===== src/rtl/debounce_pkg.sv =====
// Shared constants and types for the multi-channel hysteretic debouncer.
// Imported by debounce_chan and debounce_hyst.
package debounce_pkg;

    localparam int DB_SYNC_MIN  = 2;
    localparam int DB_SYNC_MAX  = 4;
    localparam int DB_CNT_WIDTH = 21;

    typedef struct packed {
        logic [DB_CNT_WIDTH-1:0] cnt;
        logic                    out;
    } db_state_t;

endpackage


===== src/rtl/debounce_chan.sv =====
// One debounce channel: synchroniser chain, qualification counter,
// and registered rise/fall strobes.
module debounce_chan
    import debounce_pkg::*;
#(
    parameter int   P_CNT_WIDTH   = DB_CNT_WIDTH,
    parameter int   P_SYNC_STAGES = 2,
    parameter logic P_RST_VAL     = 1'b0
) (
    input  logic                   clk,
    input  logic                   rst,
    input  logic                   din,
    input  logic [P_CNT_WIDTH-1:0] rise_clks,
    input  logic [P_CNT_WIDTH-1:0] fall_clks,
    input  logic                   bypass,
    output logic                   dout,
    output logic                   rise_pulse,
    output logic                   fall_pulse,
    output logic                   pending
);

    localparam logic [P_CNT_WIDTH-1:0] CNT_ONE = 1;

    logic [P_SYNC_STAGES-1:0] sync_q, sync_d;
    logic [P_CNT_WIDTH-1:0]   cnt_q, cnt_d;
    logic                     out_q, out_d;
    logic                     rise_q, rise_d;
    logic                     fall_q, fall_d;
    logic                     s;
    logic [P_CNT_WIDTH-1:0]   n;
    logic [P_CNT_WIDTH-1:0]   n_m1;

    always_comb begin
        s      = sync_q[P_SYNC_STAGES-1];
        sync_d = {sync_q[P_SYNC_STAGES-2:0], din};
        n      = s ? rise_clks : fall_clks;
        // A zero threshold behaves like one: the change lands on the first edge.
        n_m1   = (n == '0) ? '0 : n - CNT_ONE;
        cnt_d  = cnt_q;
        out_d  = out_q;
        rise_d = 1'b0;
        fall_d = 1'b0;
        if (bypass) begin
            cnt_d = '0;
            if (s != out_q) begin
                out_d  = s;
                rise_d = s;
                fall_d = ~s;
            end
        end else if (s == out_q) begin
            cnt_d = '0;
        end else if (cnt_q >= n_m1) begin
            out_d  = s;
            cnt_d  = '0;
            rise_d = s;
            fall_d = ~s;
        end else begin
            cnt_d = cnt_q + CNT_ONE;
        end
    end

    always_ff @(posedge clk) begin
        if (rst) begin
            sync_q <= {P_SYNC_STAGES{P_RST_VAL}};
            cnt_q  <= '0;
            out_q  <= P_RST_VAL;
            rise_q <= 1'b0;
            fall_q <= 1'b0;
        end else begin
            sync_q <= sync_d;
            cnt_q  <= cnt_d;
            out_q  <= out_d;
            rise_q <= rise_d;
            fall_q <= fall_d;
        end
    end

    assign dout       = out_q;
    assign rise_pulse = rise_q;
    assign fall_pulse = fall_q;
    assign pending    = sync_q[P_SYNC_STAGES-1] ^ out_q;

endmodule


===== src/rtl/debounce_hyst.sv =====
// Multi-channel debouncer with separate rise/fall thresholds, event
// strobes, pending flags and a bypass path.
module debounce_hyst
    import debounce_pkg::*;
#(
    parameter int               P_WIDTH       = 8,
    parameter int               P_CNT_WIDTH   = DB_CNT_WIDTH,
    parameter int               P_SYNC_STAGES = 2,
    parameter logic [P_WIDTH-1:0] P_RST_VAL   = '0
) (
    input  logic                   CLOCK,
    input  logic                   RESET,
    input  logic [P_WIDTH-1:0]     DATA_IN,
    input  logic [P_CNT_WIDTH-1:0] RISE_CLKS,
    input  logic [P_CNT_WIDTH-1:0] FALL_CLKS,
    input  logic                   BYPASS,
    output logic [P_WIDTH-1:0]     DATA_OUT,
    output logic [P_WIDTH-1:0]     RISE_PULSE,
    output logic [P_WIDTH-1:0]     FALL_PULSE,
    output logic [P_WIDTH-1:0]     PENDING
);

    if (P_SYNC_STAGES < DB_SYNC_MIN || P_SYNC_STAGES > DB_SYNC_MAX) begin : g_bad_sync
        $error("debounce_hyst: P_SYNC_STAGES must be 2..4");
    end

    for (genvar i = 0; i < P_WIDTH; i++) begin : g_chan
        debounce_chan #(
            .P_CNT_WIDTH   (P_CNT_WIDTH),
            .P_SYNC_STAGES (P_SYNC_STAGES),
            .P_RST_VAL     (P_RST_VAL[i])
        ) u_chan (
            .clk        (CLOCK),
            .rst        (RESET),
            .din        (DATA_IN[i]),
            .rise_clks  (RISE_CLKS),
            .fall_clks  (FALL_CLKS),
            .bypass     (BYPASS),
            .dout       (DATA_OUT[i]),
            .rise_pulse (RISE_PULSE[i]),
            .fall_pulse (FALL_PULSE[i]),
            .pending    (PENDING[i])
        );
    end

endmodule

===== config.mk =====
export PLATFORM = sky130hd
export DESIGN_NAME = debounce_hyst
export DESIGN_NICKNAME = d
export VERILOG_FILES = /design/src/rtl/debounce_pkg.sv /design/src/rtl/debounce_chan.sv /design/src/rtl/debounce_hyst.sv
export SDC_FILE = /design/constraint.sdc
export NUM_CORES = 1
export LEC_CHECK = 0
export CELL_PAD_IN_SITES_DETAIL_PLACEMENT = 0
export CELL_PAD_IN_SITES_GLOBAL_PLACEMENT = 1
export CORE_ASPECT_RATIO = 0.9
export CORE_MARGIN = 1
export CORE_UTILIZATION = 48
export CTS_CLUSTER_DIAMETER = 200
export CTS_CLUSTER_SIZE = 30
export DETAILED_ROUTE_END_ITERATION = 6
export DONT_BUFFER_PORTS = 1
export GPL_TIMING_DRIVEN = 0
export PLACE_DENSITY = 0.83
export SYNTH_ARGS = -nofsm -noshare
export SYNTH_HDL_FRONTEND = slang
export SYNTH_HIERARCHICAL = 1
export SYNTH_SLANG_ARGS = --single-unit

===== constraint.sdc =====
create_clock -name CLOCK -period 14.45 [get_ports CLOCK]
set_input_delay 2.89 -clock CLOCK [delete_from_list [all_inputs] [get_ports CLOCK]]
set_output_delay 2.89 -clock CLOCK [all_outputs]
set_load 0.02 [all_outputs]

=== After elaboration in Yosys (flattened, before gate mapping) ===
Cells that the tools add are included.

* Output and inout bits: 32
* Register bits after elaboration: 208
* Input bits: 53
* Bits in writable memories: 0
* Memory bits (read-only): 0
* Memories kept: 0
* Latch bits: 0
* Word-level logic and storage cells: 256

* Bitwise operators: 16
* Reductions and logical operators: 32
* $lt $le $gt $ge: 8
* Multiply operators: 0
* Shifts and indexed selects: 0
* Add/sub/neg operators: 16
* Muxes and demuxes: 112
* Equality and inequality tests: 32
* Div/mod/pow operators: 0

{| class="wikitable"
|+ Operator list
! operator !! number
|-
| $mux 21 || 16
|-
| $add 21x1->21 const B || 8
|-
| $ge 21x21->1 || 8
|-
| $logic_not 21->1 || 8
|-
| $sub 21x1->21 const B || 8
|-
| $mux 1 || 96
|-
| $reduce_or 4->1 || 8
|-
| $reduce_and 3->1 || 8
|-
| $ne 2x1->1 const B || 8
|-
| $ne 2x2->1 const B || 8
|-
| $reduce_bool 2->1 || 8
|-
| $eq 1x1->1 || 8
|-
| $ne 1x1->1 || 8
|-
| $not 1->1 || 8
|-
| $xor 1x1->1 || 8
|}

=== Longest topological paths before layout ===
Gate-level depths: netlist of the first run.

* Depth in word-level cells: 7
* Depth in mapped cells: 21
* Gate-level depth less buffers: 14

=== Cells and area by module ===
The synthesis of the first run kept the hierarchy.

{| class="wikitable"
|+ Modules (own cells, without submodules)
! module !! seq. area each (um^2) !! area each (um^2) !! instances !! cells an instance
|-
| debounce_chan at g_chan[0].u_chan ... || 520.5 || 2,373.5 || 6 || 289
|-
| debounce_chan at g_chan[7].u_chan || 520.5 || 2,443.6 || 1 || 304
|-
| debounce_chan at g_chan[2].u_chan || 520.5 || 2,416.1 || 1 || 297
|}

=== Worst setup path before layout of the first run ===
OpenSTA, ideal clock, no wires.

* Path type: input to register
* Start: in RISE_CLKS[9]
* End: reg g_chan[2].u_chan.cnt_q[12]
* Path slack: 8.018 ns
* Cell stages on the path: 14
* Data arrival time: 6.366 ns
* Setup time: 0.065 ns
* Data required time: 14.385 ns
* Path buffers: 2
* Path through: or3b_1 a222oi_1 nand3_1 or3_1 buf_6 o211ai_1 ha_1 and2_0 a221o_1 a221oi_1 o211ai_1 or4_1 clkbuf_1 nor2_1

* Longest elaborated chain between the ends: 5
* Elaborated cells on any way between the ends: 6
* Classes of those cells: add/sub (1); order compare (1); mux (2); reduce/logical (2)

{| class="wikitable"
|+ RTL lines
! what !! line !! text
|-
| from (decl) || debounce_hyst.sv:14 || <nowiki>input logic [P_CNT_WIDTH-1:0] RISE_CLKS,</nowiki>
|-
| $mux 21 (*) || debounce_chan.sv:36 || <nowiki>n = s ? rise_clks : fall_clks;</nowiki>
|-
| $sub 21x1->21 or $logic_not 21->1 (tied branches) || debounce_chan.sv:38 || <nowiki>n_m1 = (n == '0) ? '0 : n - CNT_ONE;</nowiki>
|-
| $mux 21 (*) || debounce_chan.sv:38 ||
|-
| $ge 21x21->1 (*) || debounce_chan.sv:52 || <nowiki>end else if (cnt_q >= n_m1) begin</nowiki>
|-
| $reduce_or 4->1 (no line) (*) || n/a ||
|-
| to (signal assigned) || debounce_chan.sv:71 || <nowiki>cnt_q <= cnt_d;</nowiki>
|-
| to (decl) || debounce_chan.sv:25 || <nowiki>logic [P_CNT_WIDTH-1:0] cnt_q, cnt_d;</nowiki>
|}

Every way passes the cells marked *; elsewhere a longest branch is shown, timed or not.
A chain may end at the register's enable or synchronous reset.

=== Final worst setup path of the first run ===
* Start: in RISE_CLKS[7]
* End: reg g_chan[2].u_chan.cnt_q[5]

The elaborated chain is that of the path after synthesis.

==> metrics.md, run 1 <==
| Metric | Value |
|---|---|
| Setup violations, final | `0` |
| Detailed-route DRC error count | `0` |
| Chip Height | `191 um` |
| Predominant post-synthesis flop cell | `dfxtp_1` |
| Highest clock rate | `147 MHz` |
| RR Startpoint | `g_chan[2].u_chan/sync_q[1]$_SDFF_PP0_` |
| Die width | `~210 um` |
| P&R area growth vs syn | `4.97%` |
| Total GRT Usage | `27.6%` |
| Via count | `17000` |
| Core region area | `0.0388 mm2` |
| MaxCap Viol Count | `0` |
| Final WL | `56.6 mm` |
| Status | `complete, no violations` |
| Final Hold Vio Count | `0` |
| CTS buffer count | `10` |
| Syn Inst Count | `~2300` |
| Pleak | `0.00736 uW` |
| Final number of max-transition violations | `0` |
| Post-route minimum period | `6810 ps` |
| Die area | `0.0406 mm2` |
| Syn_area_per_cell | `slightly above 8 um2` |
| Worst hold stages | `1` |
| Starting Density | `49.2%` |
| Antenna violations before repair | `1` |
| Synth area leaders | `dfxtp_1 (22%), ha_1 (13%), xnor2_1 (6.7%)` |
| Root Buffer | `clkbuf_16` |
| Synth cell types | `62` |
| Worst-Skew Late Latency | `510 ps` |
| Nets | `2600` |
| Clk sinks | `208` |
| Required @ worst endpoint | `14890 ps` |
| # Post-CTS Setup Buffers | `0` |
| Critical Path AT | `7250 ps` |
| R2R depth | `19` |
| Relative slew slack | `between 40% and 50%` |
| RSZ-0062 raised after global routing | `no` |
| Layout Utilization | `51.7%` |
| Post-synth net total | `approximately 2600` |
| Worst R2R End | `g_chan[2].u_chan/cnt_q[5]$_SDFF_PP0_` |
| Fillers | `3780` |
| Final clock skew | `26.9 ps` |
| CTS tree | `done` |
| Yosys top cell area share | `21.8%` |
| Most frequent cells after synthesis | `nor2_1 (313), dfxtp_1 (208), ha_1 (200)` |
| DP HPWL | `39.9 mm` |
| Input/output buffers | `0` |
| Vias in the first global route | `16200` |
| Most common cell in the netlist | `nor2_1` |
| Pin count of the biggest net entering global routing | `51` |
| Post-synth EDFFs | `0` |
| Detail Route Antenna Nets | `0` |
| R2r setup slk | `around 8800 ps` |
| Synth Register Bits | `208` |
| First-pass DRT Iterations | `5` |
| Leading area contributor after synthesis | `dfxtp_1` |
| Post-DR vias/cell | `5.92` |
| Setup TNS Final | `0 ps` |
| Netlist Area Pre-Place | `0.0191 mm2` |
| WL/cell | `19.7 um` |
| Critical-path maximum fanout | `18` |
| PostCTS Resize Cnt | `0` |
| CTS max path bufs | `3` |
| Reg clk slew, reported paths | `120 ps` |
| Grt ovf | `0` |
| Crit path kind | `input pin to flop` |
| # rows | `between 60 and 70` |
| Share of post-route cells with drive strength above 1 | `8.95%` |
| GP Congestion | `between 0.8 and 0.9` |
| Sequential area share after synthesis | `between 20% and 30%` |
| DR iter-0 viols | `1384` |
| Maximum vdd drop | `0.0895 mV` |
| Hold Startpoint | `g_chan[4].u_chan/sync_q[0]$_SDFF_PP0_` |
| # IOs | `85` |
| Hold-fix buffers, CTS | `0` |
| Global-route wire length before repair | `88.3 mm` |
| Crit share post-route | `47.1%` |
| Share of synthesized registers carrying an async set or reset | `0%` |
| Worst Hold Class | `flop to flop` |
| Worst Setup End Kind | `flop` |
| Synth warn | `6` |
| Worst slew pin tran | `856 ps` |
| H-tree depth reported by CTS | `1` |
| WHS Endpoint | `g_chan[4].u_chan/sync_q[1]$_SDFF_PP0_` |
| P per Cell Area | `56.7 mW/mm2` |
| CP startpoint kind | `input pin` |
[state kept, by name, summed over array words and instances (netlist names)]
signal / count
g_chan.u_chan/dout: 8
g_chan.u_chan/sync_q: 16
g_chan.u_chan/cnt_q: 168
g_chan.u_chan/rise_pulse: 8
g_chan.u_chan/fall_pulse: 8
[metal layers]
| layer | GRT usage, % | up-vias | routed length [um] |
|---|---|---|---|
| met4 | 9.74 | 0 | 1870 |
| li1 | - | 8256 | - |
| met1 | 36.4 | 8035 | 25500 |
| met3 | 5.45 | 123 | 4160 |
| met2 | 44.6 | 593 | 25100 |
| met5 | 0 | - | 0 |
[report_power, final]
group	switching, uW	internal (uW)
Sequential	3.34	576
Clock	195	144
Combinational	120	97.8
Total	319	818
[worst max-delay path, cell delays in order]
cell	delay (ps)
or3b_1	420
a222oi_1	630
nand3_1	280
or3_1	470
buf_6	160
o211ai_1	100
ha_1	280
and2_0	170
a221o_1	300
a221oi_1	310
o211ai_1	280
or4_1	510
clkbuf_1	280
nor2_1	160
[layout make-up]
class	count	area, um2	share of cell area, %
multi-input cells	1979	14100	70.5
well taps	525	657	3.28
inverters	74	278	1.39
flip-flops and latches	208	4160	20.8
diodes	1	2.50	0.0125
plain buffers	74	522	2.60
clock buffers	12	289	1.44
[worst max-delay path by stage]
stage                  from                                     to  depth (start not counted)
6_report       RISE_CLKS[7]   g_chan[2].u_chan/cnt_q[5]$_SDFF_PP0_                         14
5_1_grt        RISE_CLKS[7]   g_chan[2].u_chan/cnt_q[9]$_SDFF_PP0_                         14
4_1_cts        RISE_CLKS[7]   g_chan[2].u_chan/cnt_q[5]$_SDFF_PP0_                         14
3_5_place_dp   RISE_CLKS[7]   g_chan[2].u_chan/cnt_q[1]$_SDFF_PP0_                         14
3_3_place_gp   RISE_CLKS[9]  g_chan[2].u_chan/cnt_q[20]$_SDFF_PP0_                         14
2_1_floorplan  RISE_CLKS[9]  g_chan[2].u_chan/cnt_q[12]$_SDFF_PP0_                         14
[through the flow]
step	total power [uW]	instances	instance area [um2]	hold WS [ps]	setup WS, ps
2_1_floorplan	769	2335	19100	414	8020
3_3_place_gp	801	2860	19800	420	7330
3_5_place_dp	807	2860	19800	425	7270
4_1_cts	1150	2872	20000	454	7760
5_1_grt	1190	2872	20000	471	7390
6_report	1140	2873	20000	447	7640
[cell usage in the layout (no fill, tap or decap), drive strengths merged, types with 8 or more instances in the layout]
master    n
a22oi    21
and4     12
mux2     34
xnor2   146
nor2    313
dfxtp   208
inv      74
and3     19
mux2i   129
nand2   250
nand3    92
and2     16
a221oi    8
o211ai   29
xor2    140
or2      14
nor3b    58
a21o     22
or3      33
nor3    110
nand4    34
nand2b   36
clkbuf   33
nor4     27
buf      53
o21ai    64
a21oi    60
o221ai   21
ha      200
nor2b    25
[cells by family after synthesis]
group | after synthesis | share of synthesized area, %
and+or+nand+nor | 1060 | 28.5
DFF | 208 | 21.8
adders and majority gates | 200 | 13.1
xor gates and xnor gates | 286 | 13.1
muxes | 163 | 9.39
buffers and inverters | 148 | 4.19
AOI/OAI and AO/OA | 270 | 9.90
Note: power is estimated with default switching activity, not from simulation.
==> run 2: changes to the inputs <==
Settings changed: ABC_AREA from default to 1, CORE_UTILIZATION 48 to 47, PLACE_DENSITY 0.83 to 0.86.
Clock period 14.45 ns to 6.98 ns, I/O delays scaled along.
==> metrics.md, run 2 <==
| Metric | Value |
|---|---|
| Relative slew slack | `54.2%` |
| WL/cell | `16.2 um` |
| Final WL | `around 63 mm` |
| Pleak | `~0.010 uW` |
| Critical-path maximum fanout | `10` |
| Most frequent cells after synthesis | `nand2_1 (938), nor2_1 (462), inv_1 (411)` |
| Post-DR vias/cell | `5.23` |
| # IOs | `85` |
| CTS buffer count | `10` |
| MaxCap Viol Count | `0` |
| Predominant post-synthesis flop cell | `dfxtp_1` |
| Critical Path Source | `FALL_CLKS[1]` |
| Critical Path AT | `around 4800 ps` |
| Regs by FF count | `g_chan.u_chan/cnt_q: 168 flops, g_chan.u_chan/sync_q: 16 flops` |
| Core region area | `0.0432 mm2` |
| First-pass DRT Iterations | `7` |
| Detail Route Antenna Nets | `0` |
| Synth Register Bits | `around 210` |
| Status | `finished with violations` |
| Diode count | `0` |
| DR iter-0 viols | `1913` |
| Vias in the first global route | `18700` |
| Critical Path, Cell by Cell | `or2_2, o21ai_2, ha_1, inv_1, nor2_1, nand2_1, nor2_2, nand4_1, buf_2, o21ai_1, ha_1, nand2_1, nand2_1, o21bai_1, nand2_1, nand2_1, nand3_1, nand3b_1, clkbuf_1, nor2_1` |
| Sequential area share after synthesis | `20.1%` |
| CTS max path bufs | `3` |
| Syn_area_per_cell | `6.25 um2` |
| CTS tree | `done` |
| Synth cell types | `41` |
| Most common cell in the netlist | `nand2_1` |
| CP startpoint kind | `input pin` |
| Yosys top cell area share | `20.1%` |
| Antenna violations before repair | `0` |
| P&R area growth vs syn | `4.74%` |
| P per Cell Area | `116 mW/mm2` |
| Starting Density | `48.0%` |
| Most common cell after layout, fill and taps aside | `nand2_1` |
| Total GRT Usage | `27.7%` |
| Hold-fix buffers, CTS | `0` |
| Via count | `roughly 20000` |
| Syn Inst Count | `3317` |
| Leading area contributor after synthesis | `dfxtp_1` |
| Worst slew pin tran | `680 ps` |
| Dpl ws | `between 2000 and 2500 ps` |
| Reg clk slew, reported paths | `120 ps` |
| Crit path kind | `input pin to flop` |
| Share of post-route cells with drive strength above 1 | `8.89%` |
| Worst Setup End Kind | `flop` |
| Share of synthesized registers carrying an async set or reset | `0%` |
| Maximum vdd drop | `about 0.12 mV` |
| Cell mode on critical path | `nand2_1` |
| Hold Startpoint | `g_chan[5].u_chan/sync_q[0]$_SDFF_PP0_` |
| Worst Hold Class | `flop to flop` |
| Global-route wire length before repair | `approximately 100 mm` |
| Top reg by flops | `g_chan.u_chan/cnt_q` |
| Synth warn | `6` |
| Die area | `approximately 0.045 mm2` |
| GP Congestion | `0.907` |
| Final clock skew | `34.3 ps` |
| Final number of max-transition violations | `0` |
| R2r setup slk | `2930 ps` |
| Power Total | `between 2000 and 3000 uW` |
| Input/output buffers | `0` |
| Worst R2R End | `g_chan[1].u_chan/cnt_q[10]$_SDFF_PP0_` |
| Setup TNS Final | `0 ps` |
| Nets | `3582` |
| Netlist Area Pre-Place | `0.0207 mm2` |
| Pin count of the biggest net entering global routing | `41` |
| Crit share post-route | `61.8%` |
| Synth area leaders | `dfxtp_1 (20%), nand2_1 (17%), ha_1 (12%)` |
| # Post-CTS Setup Buffers | `0` |
| RR Startpoint | `g_chan[1].u_chan/sync_q[1]$_SDFF_PP0_` |
| Max reg flops | `168` |
| Critical path's slowest cell | `ha_1` |
| Required @ worst endpoint | `7430 ps` |
| Chip Height | `201 um` |
| Layout Utilization | `50.2%` |
| Worst hold stages | `2` |
| DP HPWL | `47.6 mm` |
| Worst-Skew Late Latency | `530 ps` |
| H-tree depth reported by CTS | `1` |
| Die width | `223 um` |
| Failing checks | `design-rule violations` |
| Slowest cell delay on critical path | `330 ps` |
| Worst Setup Slack, final | `approximately 2700 ps` |
| Highest clock rate | `232 MHz` |
| Post-synth EDFFs | `0` |
| Post-synth net total | `~3600` |
| Root Buffer | `clkbuf_16` |
| Clk sinks | `between 200 and 250` |
| Detailed-route DRC error count | `3` |
| R2R depth | `22` |
| Setup violations, final | `0` |
| WHS Endpoint | `g_chan[5].u_chan/sync_q[1]$_SDFF_PP0_` |
| RSZ-0062 raised after global routing | `no` |
| Most frequent cells in the layout | `nand2_1 (938), nor2_1 (462), inv_1 (411)` |
| PostCTS Resize Cnt | `0` |
| # rows | `72` |
| Final Hold Vio Count | `0` |
| Grt ovf | `0` |
| Fin Hold WS | `412 ps` |
| Post-route minimum period | `between 4000 and 5000 ps` |
==> run 2: critical path, delay by kind of cell <==
kind | cells | cell delay, ps
AO/OA/AOI/OAI | 3 | 420
adder cells (fa/ha/maj) | 2 | 600
buffers and inverters | 3 | 570
AND/OR/NAND/NOR | 12 | 1750
==> run 2: how the worst max path moves through the flow <==
stage	slack [ps]	cells after the start	endpoint
2_1_floorplan	2930	22	g_chan[0].u_chan/cnt_q[10]$_SDFF_PP0_
6_report	2660	20	g_chan[1].u_chan/cnt_q[10]$_SDFF_PP0_
3_3_place_gp	2240	20	g_chan[1].u_chan/cnt_q[7]$_SDFF_PP0_
4_1_cts	2730	21	g_chan[1].u_chan/cnt_q[10]$_SDFF_PP0_
3_5_place_dp	2190	21	g_chan[1].u_chan/cnt_q[10]$_SDFF_PP0_
5_1_grt	2370	21	g_chan[1].u_chan/cnt_q[5]$_SDFF_PP0_
==> run 2: cells by family after synthesis <==
| kind of cell | Yosys count | share of synthesized area, % |
|---|---|---|
| mux | 7 | 0.338 |
| fa+ha+maj | 200 | 12.1 |
| xor+xnor | 198 | 8.36 |
| simple gates | 1990 | 42.4 |
| compound gates | 194 | 5.97 |
| buf+inv | 520 | 10.8 |
| flops | 208 | 20.1 |
==> run 2: area by class of cell <==
type | instances | area [um2]
clock buffer | 12 | 289
multi-input combinational | 2589 | 14300
buffer | 65 | 517
inverter | 455 | 1730
fill | 4522 | 21500
sequential | 208 | 4160
tap | 555 | 694
==> run 2: power breakdown <==
group / internal (uW) / switching, uW / leakage [uW]
logic: 202 / 386 / 0.00846
registers: 1200 / 16.3 / 0.00168
clock network: 297 / 423 / 0.000143
total: 1700 / 825 / 0.0103
==> run 2: through the flow <==
stage	cells	cell area, um2
floorplan	3317	20700
global placement	3872	21400
detailed placement	3872	21400
CTS	3884	21700
global route	3884	21700
finish	3884	21700
==> run 2: metal layers <==
layer	routed length [um]	track usage, %	vias to the layer above
met5	0	0	-
met4	1310	5.77	0
met3	4540	5.46	66
met2	27200	44.6	555
met1	29700	38.1	9192
li1	-	-	10500
